<file path="src/rtl/core_ctrl_pkg.sv">
// Shared encodings for the multicycle core controller: FSM states, opcodes,
// ALU operation codes and datapath mux selects.
package core_ctrl_pkg;

  typedef enum logic [3:0] {
    IDLE, FETCH, DECODE, MEMADR, MEMREAD, MEMWRITE, MEMWB,
    EXECR, EXECI, ALUWB, BEQ, JAL, TRAP
  } state_t;

  typedef enum logic [1:0] {
    ALUOP_ADD   = 2'b00,
    ALUOP_SUB   = 2'b01,
    ALUOP_FUNCT = 2'b10
  } aluop_t;

  localparam logic [6:0] OP_LOAD   = 7'b0000011;
  localparam logic [6:0] OP_STORE  = 7'b0100011;
  localparam logic [6:0] OP_RTYPE  = 7'b0110011;
  localparam logic [6:0] OP_ITYPE  = 7'b0010011;
  localparam logic [6:0] OP_BRANCH = 7'b1100011;
  localparam logic [6:0] OP_JAL    = 7'b1101111;

  localparam logic [2:0] ALU_ADD = 3'b000;
  localparam logic [2:0] ALU_SUB = 3'b001;
  localparam logic [2:0] ALU_OR  = 3'b010;
  localparam logic [2:0] ALU_AND = 3'b011;
  localparam logic [2:0] ALU_SLT = 3'b101;

  localparam logic [1:0] RES_ALUOUT    = 2'b00;
  localparam logic [1:0] RES_DATA      = 2'b01;
  localparam logic [1:0] RES_ALURESULT = 2'b10;

  localparam logic [1:0] SRCA_PC    = 2'b00;
  localparam logic [1:0] SRCA_OLDPC = 2'b01;
  localparam logic [1:0] SRCA_RS1   = 2'b10;

  localparam logic [1:0] SRCB_RS2  = 2'b00;
  localparam logic [1:0] SRCB_IMM  = 2'b01;
  localparam logic [1:0] SRCB_FOUR = 2'b10;

  localparam logic [1:0] IMM_I = 2'b00;
  localparam logic [1:0] IMM_S = 2'b01;
  localparam logic [1:0] IMM_B = 2'b10;
  localparam logic [1:0] IMM_J = 2'b11;

endpackage

</file>
<file path="src/rtl/multicycle_controller_alu_decoder.sv">
// ALU decoder: maps the controller's ALUOp plus instruction funct fields
// onto the 3-bit ALU operation select.
module multicycle_controller_alu_decoder
  import core_ctrl_pkg::*;
(
  input  aluop_t      alu_op,
  input  logic        op_b5,
  input  logic [2:0]  funct3,
  input  logic        funct7b5,
  output logic [2:0]  alu_control
);

  always_comb begin
    alu_control = ALU_ADD;
    case (alu_op)
      ALUOP_ADD: alu_control = ALU_ADD;
      ALUOP_SUB: alu_control = ALU_SUB;
      ALUOP_FUNCT: begin
        case (funct3)
          // Only R-type (op[5]=1) can encode sub; addi never subtracts.
          3'b000:  alu_control = (op_b5 && funct7b5) ? ALU_SUB : ALU_ADD;
          3'b010:  alu_control = ALU_SLT;
          3'b110:  alu_control = ALU_OR;
          3'b111:  alu_control = ALU_AND;
          default: alu_control = ALU_ADD;
        endcase
      end
      default: alu_control = ALU_ADD;
    endcase
  end

endmodule

</file>
<file path="src/rtl/multicycle_controller.sv">
// Control FSM for the multicycle RV32I-subset core: sequences fetch/decode/execute
// over the shared datapath and counts retired instructions.
module multicycle_controller
  import core_ctrl_pkg::*;
#(
  parameter int CNT_W = 32
) (
  input  logic             clk,
  input  logic             rst_n,
  input  logic [6:0]       op,
  input  logic [2:0]       funct3,
  input  logic             funct7b5,
  input  logic             zero,
  input  logic             mem_ready,
  output logic             mem_req,
  output logic             mem_write,
  output logic             adr_src,
  output logic             ir_write,
  output logic             pc_write,
  output logic             reg_write,
  output logic [1:0]       result_src,
  output logic [1:0]       alu_src_a,
  output logic [1:0]       alu_src_b,
  output logic [1:0]       imm_src,
  output logic [2:0]       alu_control,
  output logic             illegal,
  output logic [CNT_W-1:0] instr_count
);

  state_t state, next;
  aluop_t alu_op;
  logic   retire;

  always_ff @(posedge clk or negedge rst_n) begin
    if (!rst_n) state <= IDLE;
    else        state <= next;
  end

  always_comb begin
    next       = state;
    mem_req    = 1'b0;
    mem_write  = 1'b0;
    adr_src    = 1'b0;
    ir_write   = 1'b0;
    pc_write   = 1'b0;
    reg_write  = 1'b0;
    result_src = RES_ALUOUT;
    alu_src_a  = SRCA_PC;
    alu_src_b  = SRCB_RS2;
    alu_op     = ALUOP_ADD;
    illegal    = 1'b0;
    retire     = 1'b0;
    case (state)
      IDLE: next = FETCH;
      FETCH: begin
        mem_req    = 1'b1;
        alu_src_b  = SRCB_FOUR;
        result_src = RES_ALURESULT;
        ir_write   = mem_ready;
        pc_write   = mem_ready;
        if (mem_ready) next = DECODE;
      end
      DECODE: begin
        alu_src_a = SRCA_OLDPC;
        alu_src_b = SRCB_IMM;
        case (op)
          OP_LOAD, OP_STORE: next = MEMADR;
          OP_RTYPE:          next = EXECR;
          OP_ITYPE:          next = EXECI;
          OP_BRANCH:         next = BEQ;
          OP_JAL:            next = JAL;
          default:           next = TRAP;
        endcase
      end
      MEMADR: begin
        alu_src_a = SRCA_RS1;
        alu_src_b = SRCB_IMM;
        next      = op[5] ? MEMWRITE : MEMREAD;
      end
      MEMREAD: begin
        mem_req = 1'b1;
        adr_src = 1'b1;
        if (mem_ready) next = MEMWB;
      end
      MEMWRITE: begin
        mem_req   = 1'b1;
        mem_write = 1'b1;
        adr_src   = 1'b1;
        if (mem_ready) begin
          next   = FETCH;
          retire = 1'b1;
        end
      end
      MEMWB: begin
        result_src = RES_DATA;
        reg_write  = 1'b1;
        next       = FETCH;
        retire     = 1'b1;
      end
      EXECR: begin
        alu_src_a = SRCA_RS1;
        alu_src_b = SRCB_RS2;
        alu_op    = ALUOP_FUNCT;
        next      = ALUWB;
      end
      EXECI: begin
        alu_src_a = SRCA_RS1;
        alu_src_b = SRCB_IMM;
        alu_op    = ALUOP_FUNCT;
        next      = ALUWB;
      end
      ALUWB: begin
        result_src = RES_ALUOUT;
        reg_write  = 1'b1;
        next       = FETCH;
        retire     = 1'b1;
      end
      BEQ: begin
        alu_src_a = SRCA_RS1;
        alu_src_b = SRCB_RS2;
        alu_op    = ALUOP_SUB;
        pc_write  = zero;
        next      = FETCH;
        retire    = 1'b1;
      end
      // jal writes the target now; the link value PC+4 is written back in ALUWB.
      JAL: begin
        alu_src_a = SRCA_OLDPC;
        alu_src_b = SRCB_FOUR;
        pc_write  = 1'b1;
        next      = ALUWB;
      end
      TRAP:    illegal = 1'b1;
      default: next = IDLE;
    endcase
  end

  always_comb begin
    case (op)
      OP_STORE:  imm_src = IMM_S;
      OP_BRANCH: imm_src = IMM_B;
      OP_JAL:    imm_src = IMM_J;
      default:   imm_src = IMM_I;
    endcase
  end

  multicycle_controller_alu_decoder u_alu_decoder (
    .alu_op      (alu_op),
    .op_b5       (op[5]),
    .funct3      (funct3),
    .funct7b5    (funct7b5),
    .alu_control (alu_control)
  );

  always_ff @(posedge clk or negedge rst_n) begin
    if (!rst_n)      instr_count <= '0;
    else if (retire) instr_count <= instr_count + CNT_W'(1);
  end

endmodule

</file>
<file path="config.mk">
export PLATFORM = sky130hd
export DESIGN_NAME = multicycle_controller
export DESIGN_NICKNAME = d
export VERILOG_FILES = /design/src/rtl/core_ctrl_pkg.sv /design/src/rtl/multicycle_controller_alu_decoder.sv /design/src/rtl/multicycle_controller.sv
export SDC_FILE = /design/constraint.sdc
export NUM_CORES = 1
export LEC_CHECK = 0
export ABC_CLOCK_PERIOD_IN_PS = 3900
export CORE_MARGIN = 2
export CORE_UTILIZATION = 50
export CTS_BUF_LIST = sky130_fd_sc_hd__clkbuf_16
export DETAILED_ROUTE_END_ITERATION = 10
export PLACE_DENSITY = 0.85
export SLEW_MARGIN = 20
export SYNTH_ARGS = -nofsm -noshare
export SYNTH_HDL_FRONTEND = slang
export SYNTH_SLANG_ARGS = --single-unit
</file>
<file path="constraint.sdc">
create_clock -name clk -period 3.9 [get_ports clk]
set_input_delay 0.39 -clock clk [delete_from_list [all_inputs] [get_ports clk]]
set_output_delay 0.39 -clock clk [all_outputs]
set_load 0.005 [all_outputs]
</file>
==> results.md, run 1 <==
- The run finished with clean final reports.
- The wire length per cell is between 10 and 15 microns.
- Leaving out fill and tap cells, the most frequent cells in the layout are sky130_fd_sc_hd__clkdlybuf4s50_1 (64), sky130_fd_sc_hd__dfrtp_1 (36), sky130_fd_sc_hd__xnor2_1 (27).
- The share of total power dissipated in combinational logic is 0.365.
- After routing, the total negative slack on setup checks comes to 0 ns.
- The count of pins on the block boundary is 65.
- The clock arrives with ~0.0035 ns of skew.
- Summing internal, switching and leakage power gives roughly 0.0014 W.
- The tightest min-delay check is of the reg -> reg type.
- The sequential share of power is 0.377.
- The share of post-route cells with drive strength above 1 is 0.0625.
- The HPWL after detailed placement is ~3200 microns.
- The first-pass GRT wire length is roughly 7400 microns.
- The measured slew at the worst slew-check pin is 0.579 ns.
- In the routed layout, each cell is associated on average with a via count of 5.49.
- The number of buffers on the longest clock path is 2.
- After floorplanning, the core was sized to cover a little under 0.004 sq mm.
- The number of antenna diodes in the final layout is 0.
- For this run, the leading register cell type out of synthesis is sky130_fd_sc_hd__dfrtp_1.
- Timing analysis after detailed placement gives a worst setup slack of between 1 and 1.5 ns.
- The pin count of the biggest net entering global routing is 37.
- The final net count is 290.
- The total die area is ~0.0046 sq mm.
- The net switching power is about 0.00048 W.
- Averaged over all synthesized cells, the footprint is ~9.8 sq um.
- The total power per unit cell area is 496 mW/mm^2.
- The count of max-cap constraint violations is 0.
- After layout, the minimum clock period comes to between 2 and 3 ns.
- Timing would allow up to about 340 MHz.
- The required time reported for the critical path endpoint is roughly 3.5 ns.
- From bottom edge to top edge, the die measures 67.9 microns.
- The nature of the critical path endpoint is a primary output.
- The via count of the first global-routing pass is between 1,500 and 2,000.
- The part of the total power dissipated in the clock network is 0.258.
- The max-slew violation count was 0.
- The Yosys step of the flow raised 0 warnings.
- Once detail routing completed, the nets flagged for antenna violations numbered 0.
- The setup slack of the critical path after layout is roughly 0.98 ns.
- The die is around 68 microns wide.
- The placed cell area is between 0.002 and 0.003 sq mm.
- The count of input and output buffers is 64.
- In this run, the number of DRC markers left after iteration 0 of detailed routing was between 100 and 150.
- Leaving out fill and tap cells, the most frequent cell in the layout is sky130_fd_sc_hd__clkdlybuf4s50_1.
- The peak fanout along the critical path is 18.
- In the finished design, the share of the clock period the worst path needs comes to 0.750.
- The classification of the worst setup path is reg -> out.
- For this run, the register share of the synthesized area comes to 0.441.
- Synthesis produced a netlist with a net count of 226.
- The highest ir drop seen on vdd is about 0.30 mV.
- Setup repair after global routing left no endpoint under its margin.
- In the global route stage, overall resource usage came out at 0.213.
- The count of endpoints failing hold in the final timing report is 0.
- The number of gates resized after CTS was 0.
- The number of setup buffers added after CTS is 0.
- The count of unique library cells instantiated by Yosys is 43.
- The kind of start point of the critical path is a register.
- The sum of routed wire length over all layers is 4310 microns.
- The count of TritonRoute iterations in the first routing pass is 4.
- The initial antenna violation count is 0.
- For the worst setup path, the data arrival time is about 2.5 ns.
- The cell sitting at the root of the clock tree is a sky130_fd_sc_hd__clkbuf_16.
- The final count of negative-setup-slack endpoints is 0.
- The final cell area excluding filler cells is between 0.002 and 0.003 sq mm.
- The layout-stage area growth over the synthesis result is 39.7%.
- The synthesized netlist cell count is 208.
- The top cell type by total area after synthesis is sky130_fd_sc_hd__dfrtp_1.
- The count of standard-cell rows is 23.
- Summing every instance area after synthesis gives slightly above 0.002 sq mm.
- The initial utilization of the core area, before any placement, comes to 0.514.
- The TritonCTS clock tree is done.
- The worst-case headroom to the max-slew limit is 0.613.
- The number of synthesized register bits is 36.
- Hold timing on the final database bottoms out at a slack of roughly 0.47 ns.
- Across all layers, the routed design uses approximately 1,800 vias.
- The number of buffers added by the clock tree synthesis step is 5.
- Routability-driven placement finished with a final weighted congestion of between 0.8 and 0.9.
- Summed over all layers, the global routing overflow is 0.
- After detailed routing, the number of remaining DRC violations is 0.
- The count of flip-flops with a built-in enable after synthesis is 0.
- Clock latency on the worst-skew pair, taken at its later pin, is ~0.28 ns.
- Ranked by total cell area, the synthesized netlist is headed by sky130_fd_sc_hd__dfrtp_1 (44%), sky130_fd_sc_hd__xnor2_1 (12%), sky130_fd_sc_hd__nand3_1 (4.2%).
- In the synthesized netlist the async set-or-reset flop fraction comes to 1.00.
- The tree built by TritonCTS fans out to 36 sinks.
- The design internal power is 0.000939 W.
- The clock transition at the registers of the reported paths is 0.05 ns.
- In this run the static leakage power is around 1.2 nW.
- The number of H-tree branching levels is 2.
- The share of synthesized area in the top cell type comes to 0.441.
- After clock tree synthesis, the flow added hold-fix buffers numbering 0.
- The switching portion of total power is 0.337.
## metrics by stage
step / util / cells
6_report: 0.719 / 322
5_1_grt: 0.719 / 322
4_1_cts: 0.719 / 322
3_5_place_dp: 0.685 / 315
3_3_place_gp: 0.685 / 315
2_1_floorplan: - / 208
## flip-flops by register name, indices dropped and copies added, names as in the netlist
register and count:
instr_count 32, state 4
## area by class of cell
type,count,area (sq um)
fill,310,1120
sequential,36,901
tap,50,62.6
timing repair buffer,65,648
clock inverter,2,8.76
multi-input combinational,159,1090
inverter,5,18.8
clock buffer,5,125
## critical path, cell delays in order (launching register included)
cell                              delay, ns
sky130_fd_sc_hd__dfrtp_1               0.71
sky130_fd_sc_hd__nor2b_1               0.33
sky130_fd_sc_hd__nand3_1               0.15
sky130_fd_sc_hd__ha_1                  0.35
sky130_fd_sc_hd__nor3b_1               0.18
sky130_fd_sc_hd__clkdlybuf4s50_1       0.53
## path summary, 6_finish.rpt
| kind | to | start | slack, ns | depth (start not counted) |
|---|---|---|---|---|
| min in group asynchronous | instr_count[14] | rst_n | 0.52 | 2 |
| min | instr_count[31] | instr_count[31] | 0.47 | 1 |
| max reg2reg | instr_count[22] | state[3] | 1.71 | 5 |
| max | alu_control[1] | state[3] | 0.98 | 5 |
| min reg2reg | instr_count[31] | instr_count[31] | 0.47 | 1 |
| max in group asynchronous | state[1] | rst_n | 3.06 | 2 |
## Yosys cell counts, types with 4 or more instances
library cell               number
sky130_fd_sc_hd__nor3_1         8
sky130_fd_sc_hd__nand3_1       17
sky130_fd_sc_hd__nand4_1       11
sky130_fd_sc_hd__nand2b_1       5
sky130_fd_sc_hd__xnor2_1       27
sky130_fd_sc_hd__nand2_1       18
sky130_fd_sc_hd__dfrtp_1       36
sky130_fd_sc_hd__xor2_1         8
sky130_fd_sc_hd__o21ai_0        4
sky130_fd_sc_hd__nor2_1        14
sky130_fd_sc_hd__inv_1          5
sky130_fd_sc_hd__a21oi_1        7
## cell families (layout without fill, tap and decap cells)
family | count (synthesis) | in the layout | synth area share
buffers and inverters | 13 | 77 | 0.0257
AND/OR/NAND/NOR | 92 | 92 | 0.251
flip-flops | 36 | 36 | 0.441
adder cells (fa/ha/maj) | 4 | 4 | 0.0233
AO/OA/AOI/OAI | 25 | 25 | 0.0906
multiplexers | 2 | 2 | 0.0104
XOR/XNOR | 36 | 36 | 0.158
## routing by layer
| metal | up-vias | share of wire | GRT usage | wire [microns] |
|---|---|---|---|---|
| met5 | - | 0 | 0 | 0 |
| met4 | 0 | 0.016 | 0.0900 | 69 |
| met3 | 8 | 0.055 | 0.0378 | 239 |
| met2 | 65 | 0.49 | 0.365 | 2100 |
| met1 | 838 | 0.44 | 0.261 | 1900 |
| li1 | 858 | - | - | - |
## power groups by stage
stage / clock network [W] / registers, W / logic, W
after detailed placement: 0 / 0.000537 / 0.000519
after global routing: 0.000384 / 0.000547 / 0.000576
final: 0.000365 / 0.000533 / 0.000517
after floorplan: 0 / 0.000457 / 0.000361
after global placement: 0 / 0.000534 / 0.000519
after CTS: 0.000374 / 0.000530 / 0.000523
Note: power is estimated with default switching activity, not from simulation.
==> run 2, diff against run 1 <==
--- a/config.mk
+++ b/config.mk
@@ -5,12 +5,12 @@
 export SDC_FILE = /design/constraint.sdc
 export NUM_CORES = 1
 export LEC_CHECK = 0
-export ABC_CLOCK_PERIOD_IN_PS = 3900
+export ABC_CLOCK_PERIOD_IN_PS = 2700
 export CORE_MARGIN = 2
-export CORE_UTILIZATION = 50
+export CORE_UTILIZATION = 46
 export CTS_BUF_LIST = sky130_fd_sc_hd__clkbuf_16
 export DETAILED_ROUTE_END_ITERATION = 10
-export PLACE_DENSITY = 0.85
+export PLACE_DENSITY = 0.8
 export SLEW_MARGIN = 20
 export SYNTH_ARGS = -nofsm -noshare
 export SYNTH_HDL_FRONTEND = slang
==> constraint.sdc (replaced) <==
create_clock -name clk -period 2.7 [get_ports clk]
set_input_delay 0.27 -clock clk [delete_from_list [all_inputs] [get_ports clk]]
set_output_delay 0.27 -clock clk [all_outputs]
set_load 0.005 [all_outputs]
==> run 2 against run 1 <==
Against the previous run: final area is 1.5% higher; critical path depth is 3 higher; die area is 8.2% higher; clock skew hardly changed; worst setup slack worse by 0.82 ns; count of clock-buffer cells in the layout stayed put; global-route usage is 1.3 points lower; total power is 55% higher; critical endpoint unchanged; largest power group is now combinational cells; highest routed layer unchanged.
==> results.md, run 2 (synthesized netlist as in run 1, its figures left out) <==
- The count of max-cap constraint violations was 0 (unchanged).
- The highest ir drop seen on vdd is 0.581 mV (+94%).
- The height of the die is 70.6 microns (+4.0%).
- The worst setup path is of the reg -> out kind.
- The sum of routed wire length over all layers is 4780 microns (+11%).
- The final count of negative-setup-slack endpoints was 0 (unchanged).
- Leaving out fill and tap cells, the most frequent cell in the layout is sky130_fd_sc_hd__clkdlybuf4s50_1.
- The required time reported for the critical path endpoint is 2.43 ns (-1.08 ns).
- The placed cell area came to 0.00273 sq mm (+0.46%).
- The worst-case headroom to the max-slew limit came to 0.476 (-0.137).
- The number of fill cells is 374 (+21%).
- The count of input and output buffers was 64 (unchanged).
- Setup repair after global routing left no endpoint under its margin.
- The average via count per standard cell is 5.47 (-0.42%).
- The flow ran to the end, and the final reports show no timing, DRC or antenna violations.
- The core area is 0.00432 sq mm (+8.9%).
- The violation count after the first detailed-routing iteration came to 61 (-58%).
- The class of the most critical hold timing path is in -> async.
- The effective utilization at floorplan is 0.473 (-0.0420).
- Among all stages on the critical path, the largest delay is contributed by sky130_fd_sc_hd__clkdlybuf4s50_1.
- The measured slew at the worst slew-check pin is 0.786 ns (+0.206 ns).
- The peak fanout along the critical path came to 12 (-6).
- The routability congestion estimate was 0.914 (+4.1%).
- The number of remaining DRC errors is 0 (unchanged).
- The family with the most delay on the worst path is buffers and inverters.
- The count of placed standard cells in the final layout, fillers left out is 327 (+1.6%).
- The utilization of the core after routing is 0.670 (-0.0485).
- The number of flip-flops in the largest register is 32 (unchanged).
- The die width is 70.6 microns (+4.0%).
- The wire length per cell is 14.6 microns (+9.1%).
- The antenna cell count is 0 (unchanged).
- The worst-case reg-to-reg path depth came to 6 (+1).
- The count of endpoints failing hold in the final timing report is 0 (unchanged).
- The TritonCTS clock tree is done.
- The number of setup buffers added after CTS came to 0 (unchanged).
- The number of buffers on the longest clock path came to 2 (unchanged).
- The achievable frequency is just under 400 MHz.
- The total vias in the final route is 1,789 (+1.1%).
- The critical path data arrival time is 2.27 ns (-0.26 ns).
- Ranked by flip-flop count, first place goes to instr_count.
- Leaving out fill and tap cells, the most frequent cells in the layout are sky130_fd_sc_hd__clkdlybuf4s50_1 (63), sky130_fd_sc_hd__dfrtp_1 (34), sky130_fd_sc_hd__xnor2_1 (27).
- The total die area is 0.00499 sq mm (+8.2%).
- The master cell of the clock root buffer is sky130_fd_sc_hd__clkbuf_16.
- The count of standard-cell rows is 24 (+4.3%).
- The total power per unit cell area was 759 mW/mm^2 (+53%).
- The power after layout is 0.00220 W (+55%).
- The number of cells on the critical path is 8 (+3).
- The estimated wirelength of the detail-placed design is 3520 microns (+11%).
- The nature of the critical path endpoint is a primary output.
- The sum of buffers and inverters on the critical path was 2 (+1).
- The hold buffer count at CTS is 0 (unchanged).
- The layout-stage area growth over the synthesis result is 41.8%.
- The critical path's largest stage delay came to 0.52 ns (-0.19 ns).
- The pin count of the biggest net entering global routing is 37 (unchanged).
- The max-slew violation count is 0 (unchanged).
- The final net count was 292 (+0.69%).
- The first-pass GRT wire length was 7980 microns (+7.6%).
- The cell count after placement was 319 (+1.3%).
- The leakage component of the power came to 1.17 nW (+1.4%).
- The largest registers in the layout are instr_count x32, state x4.
- The via count of the first global-routing pass is 1,716 (+3.7%).
- The clock sink total is 36 (unchanged).
- The clock latency reported for the late side of the worst-skew pair came to 0.27 ns (about the same).
- The total track usage is 0.200 (-0.0130).
- After layout, the minimum clock period comes to 2.54 ns.
- Dividing the final minimum period by the clock period gives 0.940.
- Walking the worst path, the cells encountered are buf_4 > nor2b_1 > nand3_1 > o31ai_1 > ha_1 > nand2_1 > nor3b_1 > clkdlybuf4s50_1.
- The number of H-tree branching levels is 2 (unchanged).
- The share of post-route cells with drive strength above 1 is 0.0800 (+0.0175).
- The clock transition at the registers of the reported paths was 0.05 ns (about the same).
- The count of pins on the block boundary is 65 (unchanged).
- The number of buffers added by the clock tree synthesis step is 5 (unchanged).
- The post-cts gate resize count is 0 (unchanged).
- The number of nets still failing antenna checks after routing is 0 (unchanged).
- STA classifies the critical path startpoint as a register.
- The initial antenna violation count was 0 (unchanged).
- The final cell area excluding filler cells is 0.00290 sq mm (+1.5%).
- The maximum clock skew at final layout is 0.00381 ns (+0.000333 ns).
- The global-route congestion overflow total is 0 (unchanged).
- The final-layout setup total negative slack is 0 ns (unchanged).
- The count of TritonRoute iterations in the first routing pass is 4 (unchanged).
[run 2: cell count changes in the layout (fill, tap and decap cells not counted), sizes merged]
| cell | previous run | this run |
|---|---|---|
| buf | 1 | 4 |
| bufinv | 0 | 1 |
| clkdlybuf4s50 | 64 | 63 |
| clkinv | 1 | 2 |
| inv | 6 | 5 |
[run 2: routing by layer]
metal	vias to the layer above	wire, microns	track usage
met1	865	2070	0.242
met2	56	2390	0.355
li1	863	-	-
met4	0	54	0.0545
met5	-	0	0
met3	5	261	0.0484
[run 2: power by group]
| group | switching [W] | leakage [nW] | total [W] | internal (W) |
|---|---|---|---|---|
| sequential | 0.000133 | 0.489 | 0.000736 | 0.000603 |
| combinational | 0.000383 | 0.606 | 0.000826 | 0.000442 |
| clock | 0.000208 | 0.0789 | 0.000636 | 0.000429 |
[run 2: final cells by class]
type | instances | area [sq um] | share of cell area
Timing Repair Buffer | 67 | 658 | 0.227
Sequential cell | 36 | 903 | 0.312
Multi-Input combinational cell | 159 | 1090 | 0.376
Clock inverter | 3 | 37.5 | 0.0130
Tap cell | 52 | 65.1 | 0.0225
Clock buffer | 5 | 125 | 0.0432
Inverter | 5 | 18.8 | 0.00648
[run 2: worst register-to-register path: cells and delay by family, from the launching register on]
kind	cells	cell delay, ns
flip-flops	1	0.44
AND/OR/NAND/NOR	2	0.72
XOR/XNOR	2	0.39
buffers and inverters	1	0.23
AO/OA/AOI/OAI	1	0.25
[run 2: worst paths after layout]
check / startpoint / endpoint / slack (ns)
max: state[3] / alu_control[1] / 0.16
min: rst_n / instr_count[10] / 0.08
max reg2reg: state[2] / instr_count[20] / 0.55
min reg2reg: instr_count[31] / instr_count[31] / 0.48
max in group asynchronous: rst_n / state[3] / 2.08
min in group clk: instr_count[31] / instr_count[31] / 0.48
[run 2: metrics by stage]
| stage | hold WS, ns | worst slack [ns] |
|---|---|---|
| finish | 0.0780 | 0.161 |
| global route | 0.142 | 0.0164 |
| detailed placement | 0.394 | 0.390 |
| global placement | 0.390 | 0.466 |
| floorplan | -0.0256 | 0.926 |
| CTS | 0.112 | 0.0885 |
==> run 3, diff against run 2 <==
--- a/config.mk
+++ b/config.mk
@@ -6,12 +6,14 @@
 export NUM_CORES = 1
 export LEC_CHECK = 0
 export ABC_CLOCK_PERIOD_IN_PS = 2700
+export CORE_ASPECT_RATIO = 0.75
 export CORE_MARGIN = 2
-export CORE_UTILIZATION = 46
+export CORE_UTILIZATION = 48
 export CTS_BUF_LIST = sky130_fd_sc_hd__clkbuf_16
 export DETAILED_ROUTE_END_ITERATION = 10
 export PLACE_DENSITY = 0.8
 export SLEW_MARGIN = 20
 export SYNTH_ARGS = -nofsm -noshare
 export SYNTH_HDL_FRONTEND = slang
+export SYNTH_HIERARCHICAL = 1
 export SYNTH_SLANG_ARGS = --single-unit
==> run 3 against run 2 <==
Against the previous run: hold slack gained 0.32 ns; sequential power down 3.4%; global-route usage up 3.3 points; largest cell class unchanged.
==> results.md, run 3 <==
- The max-slew violation count is 0 (unchanged).
- The final count of negative-setup-slack endpoints came to 0 (unchanged).
- The count of flip-flops with a built-in enable after synthesis came to 0 (unchanged).
- The final-layout worst hold slack is 0.399 ns (+0.321 ns).
- The core area came to 0.00457 sq mm (+5.7%).
- The proportion of synthesized flip-flops having asynchronous set or reset was 1.00 (unchanged).
- The netlist area before placement is 0.00234 sq mm (+15%).
- The highest ir drop seen on vdd is 0.494 mV (-15%).
- The arithmetic-cell share of the synthesized area counting full adders, half adders and majority gates is 0.0160 (-0.00724).
- By count the netlist is led by sky130_fd_sc_hd__dfrtp_1 (36), sky130_fd_sc_hd__nor2_1 (18), sky130_fd_sc_hd__nand2_1 (17).
- The via count of the first global-routing pass was 2,082 (+21%).
- The synthesized netlist cell count is 243 (+17%).
- The area of the multi-input gates is 0.00142 sq mm (+30%).
- The required time reported for the critical path endpoint was 2.43 ns (about the same).
- Setup repair after global routing left no endpoint under its margin.
- The most common flop cell mapped by yosys is sky130_fd_sc_hd__dfrtp_1.
- TritonCTS built the clock tree.
- The initial antenna violation count is 0 (unchanged).
- The achievable frequency was 392 MHz (-0.50%).
- The number of warnings reported in the yosys synthesis log is 6 (+6).
- The final-layout setup total negative slack is 0 ns (unchanged).
- The maximum clock skew at final layout is 0.00336 ns (-0.000449 ns).
- The run finished with clean final reports.
- The peak fanout along the critical path is 5 (-7).
- The final period demand of the worst path is 2.55 ns (+0.0127 ns).
- The sum of routed wire length over all layers is 6270 microns (+31%).
- The xor and xnor area share after synthesis is 0.120 (-0.0383).
- The number of fill cells is 353 (-5.6%).
- The combinational family with the most area after synthesis is compound AO/OA/AOI/OAI gates.
- The routability congestion estimate is 0.893 (-2.3%).
- The share of post-route cells with drive strength above 1 is 0.147 (+0.0673).
- The pin count of the biggest net entering global routing was 37 (unchanged).
- The master cell of the clock root buffer is sky130_fd_sc_hd__clkbuf_16.
- The number of H-tree branching levels is 2 (unchanged).
- Relative to the synthesized area, the layout overhead comes to 41.6%.
- The register containing the most flip-flops in the final layout is instr_count.
- The number of remaining DRC errors is 0 (unchanged).
- The largest registers in the layout are instr_count x32, state x4.
- The effective utilization at floorplan is 0.512 (+0.0398).
- The post-synthesis mux area share came to 0.00908 (-0.00133).
- The global-route congestion overflow total is 0 (unchanged).
- The violation count after the first detailed-routing iteration is 224 (+270%).
- Leaving out fill and tap cells, the most frequent cells in the layout are sky130_fd_sc_hd__clkdlybuf4s50_1 (63), sky130_fd_sc_hd__dfrtp_1 (36), sky130_fd_sc_hd__nor2_1 (18).
- The antenna cell count is 0 (unchanged).
- The final net count is 336 (+15%).
- The critical path data arrival time is 2.28 ns (about the same).
- The hold buffer count at CTS is 0 (unchanged).
- After synthesis, the cell types taking the most area are sky130_fd_sc_hd__dfrtp_1 (38%), sky130_fd_sc_hd__xnor2_1 (6.0%), sky130_fd_sc_hd__xor2_1 (6.0%).
- The signal on the critical path passes through buf_6 > nand2b_1 > nor2_1 > inv_1 > ha_2 > nor3b_1 > clkdlybuf4s50_1.
- The leakage component of the power was 1.17 nW (-0.22%).
- The average via count per standard cell is 5.92 (+8.2%).
- Among all stages on the critical path, the largest delay is contributed by sky130_fd_sc_hd__clkdlybuf4s50_1.
- The height of the die is 64.5 microns (-8.7%).
- The number of buffers on the longest clock path is 2 (unchanged).
- The count of max-cap constraint violations was 0 (unchanged).
- The total power per unit cell area is 727 mW/mm^2 (-4.1%).
- The count of unique library cells instantiated by Yosys is 50 (+16%).
- The most frequent cell after synthesis is sky130_fd_sc_hd__dfrtp_1.
- The count of endpoints failing hold in the final timing report is 0 (unchanged).
- Leaving out fill and tap cells, the most frequent cell in the layout is sky130_fd_sc_hd__clkdlybuf4s50_1.
- The clock sink total was 36 (unchanged).
- The total vias in the final route is 2,226 (+24%).
- The total die area is 0.00546 sq mm (+9.4%).
- The count of pins on the block boundary was 65 (unchanged).
- The count of standard-cell rows is 21 (-13%).
- The post-synth net total is 261 (+15%).
- STA classifies the critical path startpoint as a register.
- The proportion of synthesized chip area in sequential cells is 0.385 (-0.0563).
- The measured slew at the worst slew-check pin is 0.747 ns (-0.0388 ns).
- The number of nets still failing antenna checks after routing is 0 (unchanged).
- The average cell area after synthesis is 9.64 sq um (-1.9%).
- The wire length per cell came to 16.7 microns (+14%).
- The first-pass GRT wire length was 10,100 microns (+27%).
- The simple logic cell fraction of the synthesized area is 0.220 (-0.0310).
- The total track usage came to 0.233 (+0.0333).
- The area taken by flip-flops and latches is 901 sq um (-0.28%).
- The clock transition at the registers of the reported paths is 0.05 ns (about the same).
- The fraction of synthesized cell area taken by the top area cell type is 0.385 (-0.0563).
- The synthesized-area fraction occupied by ao, oa, aoi and oai cells is 0.221 (+0.130).
- The utilization of the core after routing is 0.725 (+0.0551).
- The synthesized design spends more area on one cell type than any other, namely sky130_fd_sc_hd__dfrtp_1.
- The nature of the critical path endpoint is a primary output.
- The critical path's largest stage delay came to 0.54 ns (+0.02 ns).
- The number of buffers added by the clock tree synthesis step came to 5 (unchanged).
- The worst-case headroom to the max-slew limit is 0.497 (+0.0213).
- The estimated wirelength of the detail-placed design is 4310 microns (+22%).
- The min-delay analysis places its worst path in the category in -> async.
- The number of synthesized register bits is 36 (unchanged).
- The final cycle utilization of the critical path is 0.945 (+0.00471).
- The count of input and output buffers is 64 (unchanged).
- The clock latency reported for the late side of the worst-skew pair is 0.28 ns (about the same).
- The die width is 84.7 microns (+20%).
- The number of flip-flops in the largest register came to 32 (unchanged).
- The classification of the worst setup path is reg -> out.
- The count of TritonRoute iterations in the first routing pass was 4 (unchanged).
## run 3: cell count changes after synthesis, moves of 5 or more
cell / previous run / this run
sky130_fd_sc_hd__xnor2_1: 27 / 16
sky130_fd_sc_hd__a211oi_1: 1 / 7
sky130_fd_sc_hd__o2111ai_1: 0 / 7
sky130_fd_sc_hd__nand3_1: 17 / 7
sky130_fd_sc_hd__nor3_1: 8 / 2
sky130_fd_sc_hd__a2111oi_2: 0 / 5
sky130_fd_sc_hd__o21ai_0: 4 / 10
sky130_fd_sc_hd__clkbuf_1: 3 / 9
sky130_fd_sc_hd__xor2_1: 8 / 16
## run 3: final timing paths
check | from | end | slack (ns) | cells after the start
setup reg to reg | state[1] | instr_count[17] | 0.45 | 6
setup / recovery | state[0] | alu_control[1] | 0.15 | 7
hold reg to reg | instr_count[31] | instr_count[31] | 0.47 | 1
hold / removal | rst_n | instr_count[1] | 0.40 | 2
max in group asynchronous | rst_n | instr_count[30] | 1.98 | 2
min in group clk | instr_count[31] | instr_count[31] | 0.47 | 1
## run 3: kinds of logic after synthesis
family / Yosys count
AOI/OAI and AO/OA: 63
xor gates and xnor gates: 32
adders and majority gates: 3
buffers and inverters: 16
DFF: 36
muxes: 2
and+or+nand+nor: 91
## run 3: layer usage
layer	GRT usage	vias up	part of all wire
met4	0.0536	0	0.0080
met2	0.339	102	0.45
met1	0.342	1057	0.46
met3	0.0713	5	0.081
li1	-	1062	-
met5	0	-	0
## run 3: worst max-delay path, delay by kind of cell (launching register included)
| kind | cells | cell delay, ns |
|---|---|---|
| adders and majority gates | 1 | 0.31 |
| and+or+nand+nor | 3 | 0.55 |
| buffers and inverters | 3 | 0.74 |
| DFF | 1 | 0.40 |
## run 3: metrics by stage
step                cells  instance area (sq um)  setup WS (ns)  total power (W)
global placement      364                   3090          0.306          0.00173
detailed placement    364                   3090          0.210          0.00174
CTS                   373                   3240         0.0189          0.00231
global route          376                   3320        0.00242          0.00257
finish                376                   3320          0.148          0.00241
floorplan             243                   2340          0.609          0.00126
## run 3: area by class of cell
| cell class | count | share of cell area |
|---|---|---|
| Timing Repair Buffer | 80 | 0.232 |
| Sequential cell | 36 | 0.272 |
| Clock inverter | 3 | 0.00415 |
| Multi-Input combinational cell | 191 | 0.428 |
| Tap cell | 57 | 0.0215 |
| Clock buffer | 5 | 0.0377 |
| Inverter | 4 | 0.00453 |
## run 3: power breakdown
group | internal, W | switching [W] | total, W | leakage (nW)
Sequential | 0.000616 | 0.0000954 | 0.000711 | 0.414
Clock | 0.000335 | 0.000220 | 0.000555 | 0.0710
Combinational | 0.000599 | 0.000546 | 0.00114 | 0.687
Total | 0.00155 | 0.000861 | 0.00241 | 1.17
## run 3: timing repair
action,CTS,global route
pin swaps,2,1
endpoints found under the setup margin,1,3
buffers inserted,1,3
gates resized for setup,2,11
